File: config.mk
export PLATFORM = sky130hd
export DESIGN_NAME = ifu_fetch
export DESIGN_NICKNAME = d
export VERILOG_FILES = /design/src/rtl/npc_pkg.sv /design/src/rtl/ifu_perf_cnt.sv /design/src/rtl/ifu_fetch.sv
export SDC_FILE = /design/constraint.sdc
export NUM_CORES = 1
export LEC_CHECK = 0
export BUFFER_PORTS_ARGS = -buffer_cell sky130_fd_sc_hd__buf_2
export CORE_ASPECT_RATIO = 1.75
export CORE_MARGIN = 2
export CORE_UTILIZATION = 43
export CTS_CLUSTER_SIZE = 24
export DETAILED_ROUTE_END_ITERATION = 10
export PLACE_DENSITY_LB_ADDON = 0.3
export RECOVER_POWER = 25
export SYNTH_ARGS = -nofsm -noshare
export SYNTH_HDL_FRONTEND = slang
export SYNTH_SLANG_ARGS = --single-unit
File: constraint.sdc
create_clock -name clk -period 2.9 [get_ports clk]
set_clock_uncertainty 0.1 [all_clocks]
set_input_delay 0.29 -clock clk [delete_from_list [all_inputs] [get_ports clk]]
set_output_delay 0.29 -clock clk [all_outputs]
set_load 0.02 [all_outputs]
File: src/rtl/npc_pkg.sv
// Shared definitions for the NPC core front end: fetch FSM states,
// the canonical NOP encoding and the default reset PC.
package npc_pkg;

  // Fetch FSM: issue a request, wait for its data, hold it for decode.
  typedef enum logic [1:0] {
    ST_REQ  = 2'd0,
    ST_WAIT = 2'd1,
    ST_HOLD = 2'd2
  } fetch_state_e;

  // addi x0, x0, 0 -- shown to decode while nothing has been fetched yet.
  localparam logic [31:0] NOP_INST         = 32'h0000_0013;
  localparam logic [31:0] RESET_PC_DEFAULT = 32'h8000_0000;

  // Sequential successor of a fetch address; wraps silently at 2^32.
  function automatic logic [31:0] pc_next_seq(input logic [31:0] pc);
    return pc + 32'd4;
  endfunction

endpackage

File: src/rtl/ifu_perf_cnt.sv
// 32-bit saturating event counter with increment enable, cleared by rst.
module ifu_perf_cnt
  import npc_pkg::*;
(
  input  logic        clk,
  input  logic        rst,
  input  logic        inc,
  output logic [31:0] count
);

  logic [31:0] count_q;
  logic [31:0] count_d;

  // Next count: add one on an event unless already pinned at all-ones.
  always_comb begin
    count_d = count_q;
    if (inc && (count_q != 32'hFFFF_FFFF)) begin
      count_d = count_q + 32'd1;
    end
  end

  // Counter register.
  always_ff @(posedge clk or posedge rst) begin
    if (rst) begin
      count_q <= '0;
    end else begin
      count_q <= count_d;
    end
  end

  assign count = count_q;

endmodule

File: src/rtl/ifu_fetch.sv
// Instruction fetch unit: owns the PC, issues one imem read per
// instruction and hands the returned word plus its PC to decode.
// Redirects from branch resolution flush whatever is in flight.
// Optional feature macro IFU_PERF_EN: when defined, perf_fetched and
// perf_stall are live saturating counters; otherwise they read zero.
module ifu_fetch
  import npc_pkg::*;
#(
  parameter logic [31:0] RESET_PC = RESET_PC_DEFAULT
) (
  input  logic        clk,
  input  logic        rst,
  output logic        imem_req_valid,
  input  logic        imem_req_ready,
  output logic [31:0] imem_req_addr,
  input  logic        imem_rsp_valid,
  input  logic [31:0] imem_rsp_data,
  output logic        inst_valid,
  input  logic        inst_ready,
  output logic [31:0] inst,
  output logic [31:0] inst_pc,
  input  logic        redirect_valid,
  input  logic [31:0] redirect_pc,
  output logic [31:0] perf_fetched,
  output logic [31:0] perf_stall
);

  fetch_state_e state_q, state_d;
  logic         drop_q, drop_d;
  logic [31:0]  pc_q, pc_d;
  logic [31:0]  inst_q, inst_d;
  logic [31:0]  inst_pc_q, inst_pc_d;
  logic         inst_valid_q, inst_valid_d;
  logic         req_valid_q, req_valid_d;

  logic         req_fire;
  logic [31:0]  target_pc;
  logic         unused_redirect_lsb;

  // A request only counts once it is actually being presented; this keeps
  // the half-cycle after reset release (state REQ, valid still low) inert.
  assign req_fire  = req_valid_q & imem_req_ready;
  assign target_pc = {redirect_pc[31:2], 2'b00};
  assign unused_redirect_lsb = ^redirect_pc[1:0];

  // Next-state logic; a redirect outranks every other event in every state.
  always_comb begin
    state_d   = state_q;
    drop_d    = drop_q;
    pc_d      = pc_q;
    inst_d    = inst_q;
    inst_pc_d = inst_pc_q;

    unique case (state_q)
      ST_REQ: begin
        if (redirect_valid) begin
          pc_d = target_pc;
          // The old-PC request is already out; its data must be discarded.
          if (req_fire) begin
            state_d = ST_WAIT;
            drop_d  = 1'b1;
          end
        end else if (req_fire) begin
          state_d = ST_WAIT;
        end
      end

      ST_WAIT: begin
        if (redirect_valid) begin
          pc_d = target_pc;
          if (imem_rsp_valid) begin
            // Stale data arrives right now: throw it away and refetch.
            state_d = ST_REQ;
            drop_d  = 1'b0;
          end else begin
            drop_d  = 1'b1;
          end
        end else if (imem_rsp_valid) begin
          if (drop_q) begin
            state_d = ST_REQ;
            drop_d  = 1'b0;
          end else begin
            inst_d    = imem_rsp_data;
            inst_pc_d = pc_q;
            state_d   = ST_HOLD;
          end
        end
      end

      ST_HOLD: begin
        if (redirect_valid) begin
          // A same-cycle inst_ready is still a consume, but the target wins.
          pc_d    = target_pc;
          state_d = ST_REQ;
        end else if (inst_ready) begin
          pc_d    = pc_next_seq(pc_q);
          state_d = ST_REQ;
        end
      end

      default: begin
        state_d = ST_REQ;
        drop_d  = 1'b0;
      end
    endcase

    // Handshake outputs are registered from the state being entered.
    req_valid_d  = (state_d == ST_REQ);
    inst_valid_d = (state_d == ST_HOLD);
  end

  // FSM, PC and captured-instruction registers.
  always_ff @(posedge clk or posedge rst) begin
    if (rst) begin
      state_q      <= ST_REQ;
      drop_q       <= 1'b0;
      pc_q         <= RESET_PC;
      inst_q       <= NOP_INST;
      inst_pc_q    <= RESET_PC;
      inst_valid_q <= 1'b0;
      req_valid_q  <= 1'b0;
    end else begin
      state_q      <= state_d;
      drop_q       <= drop_d;
      pc_q         <= pc_d;
      inst_q       <= inst_d;
      inst_pc_q    <= inst_pc_d;
      inst_valid_q <= inst_valid_d;
      req_valid_q  <= req_valid_d;
    end
  end

  assign imem_req_valid = req_valid_q;
  assign imem_req_addr  = pc_q;
  assign inst_valid     = inst_valid_q;
  assign inst           = inst_q;
  assign inst_pc        = inst_pc_q;

`ifdef IFU_PERF_EN
  logic fetch_inc;
  logic stall_inc;

  assign fetch_inc = inst_valid_q & inst_ready;
  assign stall_inc = inst_valid_q & ~inst_ready;

  ifu_perf_cnt u_perf_fetched (
    .clk   (clk),
    .rst   (rst),
    .inc   (fetch_inc),
    .count (perf_fetched)
  );

  ifu_perf_cnt u_perf_stall (
    .clk   (clk),
    .rst   (rst),
    .inc   (stall_inc),
    .count (perf_stall)
  );
`else
  assign perf_fetched = '0;
  assign perf_stall   = '0;
`endif

endmodule

==> impl_summary.log <==
INFO  metric design.portCount = 232
INFO  metric synth.lib_cells_used.distinct = 57
INFO  metric synthDominantCellAreaShare = 44.0%
INFO  metric crit_path_cell_trace = ha_1 > nand4_2 > nor4_2 > a31o_2 > o211ai_1
INFO  metric synth-main-ff-cell = dfrtp_1
INFO  metric critical_path.reg2reg.endpoint = imem_req_addr[30]
INFO  metric synthDominantAreaCellType = dfrtp_1
INFO  metric timing.critical_path.slowest_cell_delay = 0.79 ns
INFO  metric synth.cell_area = 5230 sq um
INFO  metric finalWirelength = 13.0 mm
INFO  metric route.detailed.vias_per_inst = 5.32
INFO  metric design_area = 6230 sq um
INFO  metric regToRegStartpoint = imem_req_addr[2]
INFO  metric total_of_max_cap_violations = 1
INFO  metric count_of_fill_cells_added_during_filler_insertion = 1109
INFO  metric final_net_count = 716
INFO  metric post_cts.repair.setup_buffers = 0
INFO  metric wire_length_of_the_first_global_routing_pass = 20.2 mm
INFO  metric clock-sinks = 97
INFO  metric seq_power_share = 39.1%
INFO  metric clk_pin_slew_worst_setup_hold_paths = 0.07 ns
INFO  metric yosys_register_bits = 97
INFO  metric min_delay_worst_endpoint = inst[20]
INFO  metric grt_use_total = 19.6%
INFO  metric tritoncts_clock_tree = done
INFO  metric drtIter0Drc = 164
INFO  metric gpl.final_weighted_congestion = 0.867
INFO  metric startpoint = imem_req_addr[2]
INFO  metric fmaxAchievable = 420 MHz
INFO  metric avgSynthCellArea = 10.5 sq um
INFO  metric worstHoldPathCells = 2
INFO  metric cp-start-kind = flop
INFO  metric yosys-top-cells-area = dfrtp_1 (44%), mux2_2 (12%), buf_4 (9.8%)
INFO  metric internal-power = 3.69 mW
INFO  metric tns_setup = 0 ns
INFO  metric port_buffers = 161
INFO  metric final-setup-viol-count = 0
INFO  metric worst_endpoint_required_time = 3.01 ns
INFO  metric violations_in_the_final_reports = capacitance limit, slew limit
INFO  metric antenna_found_initial = 0
INFO  metric std_cell_rows = 53
INFO  metric power.share.switching = 39.1%
INFO  metric first_global_vias = 4006
INFO  metric drt_first_pass_iters = 5
INFO  metric detailed_place.area = 5900 sq um
INFO  metric final_period_minus_worst_setup_slack = 2.38 ns
INFO  metric routed-via-count = 4194
INFO  metric final_antenna_net_count = 0
INFO  metric grt.overflow.total = 0
INFO  metric cts.repair.resized = 0
INFO  metric synth-edff-count = 0
INFO  metric drive_above_1_share = 40.2%
INFO  metric floorplan.initialDensity = 43.8%
INFO  metric final-max-slew-violation-count = 98
INFO  metric comb_power_share = 38.3%
INFO  metric rsz0062_at_grt = false
INFO  metric finalPower = 6.05 mW
INFO  metric post-route-period-util = 82.1%
INFO  metric setup.worst_path.class = reg -> reg
INFO  metric power_density = 971 nW/um^2
INFO  metric die_w = 87.4 microns
INFO  metric worstHoldPathType = in -> reg
INFO  metric synth_warnings = 0
INFO  metric area.growth.synth_to_final = 19.1%
INFO  metric tightest_slew = 2.17 ns
INFO  metric hpwlAfterDp = 9.27 mm
INFO  metric die_height = 150 microns
INFO  metric ff2ff_setup_slack = 0.52 ns
INFO  metric syn-instance-count = 496
INFO  metric coreArea = 11900 sq um
INFO  metric avgRoutedWirePerCell = 16.5 microns
INFO  metric worst_r2r_path_depth = 5
INFO  metric drc_errors = 0
INFO  metric max-slew-margin-rel = -44.7%
INFO  metric worst_skew_pair.late_latency = 0.34 ns
INFO  metric crit_path_end_kind = flop
INFO  metric finalHoldViolations = 0
INFO  metric die_area = 13100 sq um
INFO  metric static-leakage-power = 2.90 nW
INFO  metric cts-hold-fix-buffers = 0
INFO  metric pwr-share-clk = 22.6%
INFO  metric outcome = finished with violations
INFO  metric ctsHtreeMaxLevel = 3
INFO  metric cp_slowest_cell = nor4_2
INFO  metric post_layout_nonfiller_instances = 788
INFO  metric cts.path.max_buffers = 2
INFO  metric seq_area_frac_synth = 46.5%
INFO  metric grt_start_max_net_pins = 98
INFO  metric synth_async_sr_flop_share = 100%
INFO  metric holdCritStartpoint = imem_rsp_data[20]
INFO  metric whs = 0.0597 ns
INFO  metric clock-root-buffer = clkbuf_16
INFO  metric worst-path-max-fanout = 9
INFO  metric critPathArrivalTime = 2.49 ns
INFO  metric max-vdd-ir-drop = 0.578 mV
INFO  metric cts_inserted_buffers = 9
INFO  metric power.net_switching = 2.37 mW
INFO  metric place_inst = 771
==> layer usage <==
| metal | track usage (%) | vias to the layer above | part of all wire (%) |
|---|---|---|---|
| li1 | - | 1970 | - |
| met1 | 23.5 | 2006 | 38 |
| met2 | 33.0 | 192 | 52 |
| met3 | 4.41 | 26 | 7.0 |
| met4 | 8.85 | 0 | 2.2 |
| met5 | 0 | - | 0 |
==> synth_stat cells (4+ instances only) <==
library cell  number
a211oi_1           5
a21oi_1           25
a2bb2oi_1          4
a32oi_1            5
and2_1             4
and3_1             6
and4_1             5
buf_2             18
buf_4             68
clkbuf_1          13
dfrtp_1           92
dfstp_2            5
mux2_1             5
mux2_2            58
nand2_1           31
nand3_1           17
nand4_1           14
nor2_1            25
nor3_1             6
nor4_1             5
o211ai_1           8
o21ai_0           16
o22ai_1            5
or3_1              4
==> cells by family after synthesis <==
kind of cell | Yosys count | synth area share, %
adders and majority gates | 1 | 0.239
DFF | 97 | 46.5
and+or+nand+nor | 137 | 15.0
AOI/OAI and AO/OA | 94 | 11.9
buffers and inverters | 103 | 12.7
muxes | 63 | 13.6
other | 1 | 0.0717
==> area by class of cell <==
class                   count  area (sq um)  share of cell area [%]
diodes                      1          2.50                  0.0401
inverters                   3          12.5                   0.201
flip-flops and latches     97          2430                    39.0
well taps                 137           171                    2.75
clock buffers              10           229                    3.67
repair buffers            171           878                    14.1
multi-input cells         363          2390                    38.4
clock inverters             6           115                    1.85
==> power by group through the flow <==
stage | Clock (mW) | Combinational (mW) | Sequential (mW)
after floorplan | 0 | 1.02 | 2.95
after global placement | 0 | 2.30 | 2.35
after detailed placement | 0 | 2.35 | 2.39
after CTS | 1.41 | 2.35 | 2.37
after global routing | 1.46 | 2.48 | 2.47
final | 1.37 | 2.32 | 2.37
==> worst max-delay path by stage <==
stage	endpoint	slack, ns	cells past startpoint
after detailed placement	imem_req_addr[30]	0.52	5
final	imem_req_addr[30]	0.52	5
after floorplan	imem_req_addr[22]	0.78	5
after global placement	imem_req_addr[30]	0.63	5
after CTS	imem_req_addr[20]	0.52	5
after global routing	imem_req_addr[20]	0.23	5
==> stage by stage <==
step / worst slack [ns] / utilization, %
5_1_grt: 0.226 / 52.2
2_1_floorplan: 0.775 / -
3_3_place_gp: 0.629 / 49.5
3_5_place_dp: 0.522 / 49.5
4_1_cts: 0.517 / 52.3
6_report: 0.520 / 52.2
==> state kept, by name, indices dropped and copies added (netlist names) <==
register / count
state_q: 2
inst: 32
imem_req_valid: 1
inst_valid: 1
drop_q: 1
imem_req_addr: 30
inst_pc: 30
==> layout by cell type, fill, tap and decap left out, types with 3 or more instances in the layout <==
cell	synthesis	routed
a32oi_1	5	5
mux2_1	5	5
and2_1	4	4
dfrtp_1	92	92
or4_1	3	3
nand3_1	17	17
a21o_1	3	3
conb_1	1	68
a31oi_1	3	3
nor4_1	5	5
or3_1	4	4
dfstp_2	5	5
buf_4	68	9
o22ai_1	5	5
and4_1	5	5
nand2_1	31	31
a2bb2oi_1	4	4
a21oi_1	25	25
bufinv_16	0	3
o211ai_1	8	8
nor2_1	25	25
a211oi_1	5	5
mux2_2	58	58
a21boi_0	3	3
o21a_1	3	3
o21ai_0	16	16
buf_2	18	162
nor3_1	6	6
and3_1	6	6
clkbuf_16	0	9
nand4_1	14	14
==> worst max-delay path: cells and delay by family (launching register included) <==
family | cells | cell delay [ns]
and+or+nand+nor | 2 | 1.09
DFF | 1 | 0.45
AOI/OAI and AO/OA | 2 | 0.34
adders and majority gates | 1 | 0.28
Note: power is estimated with default switching activity, not from simulation.
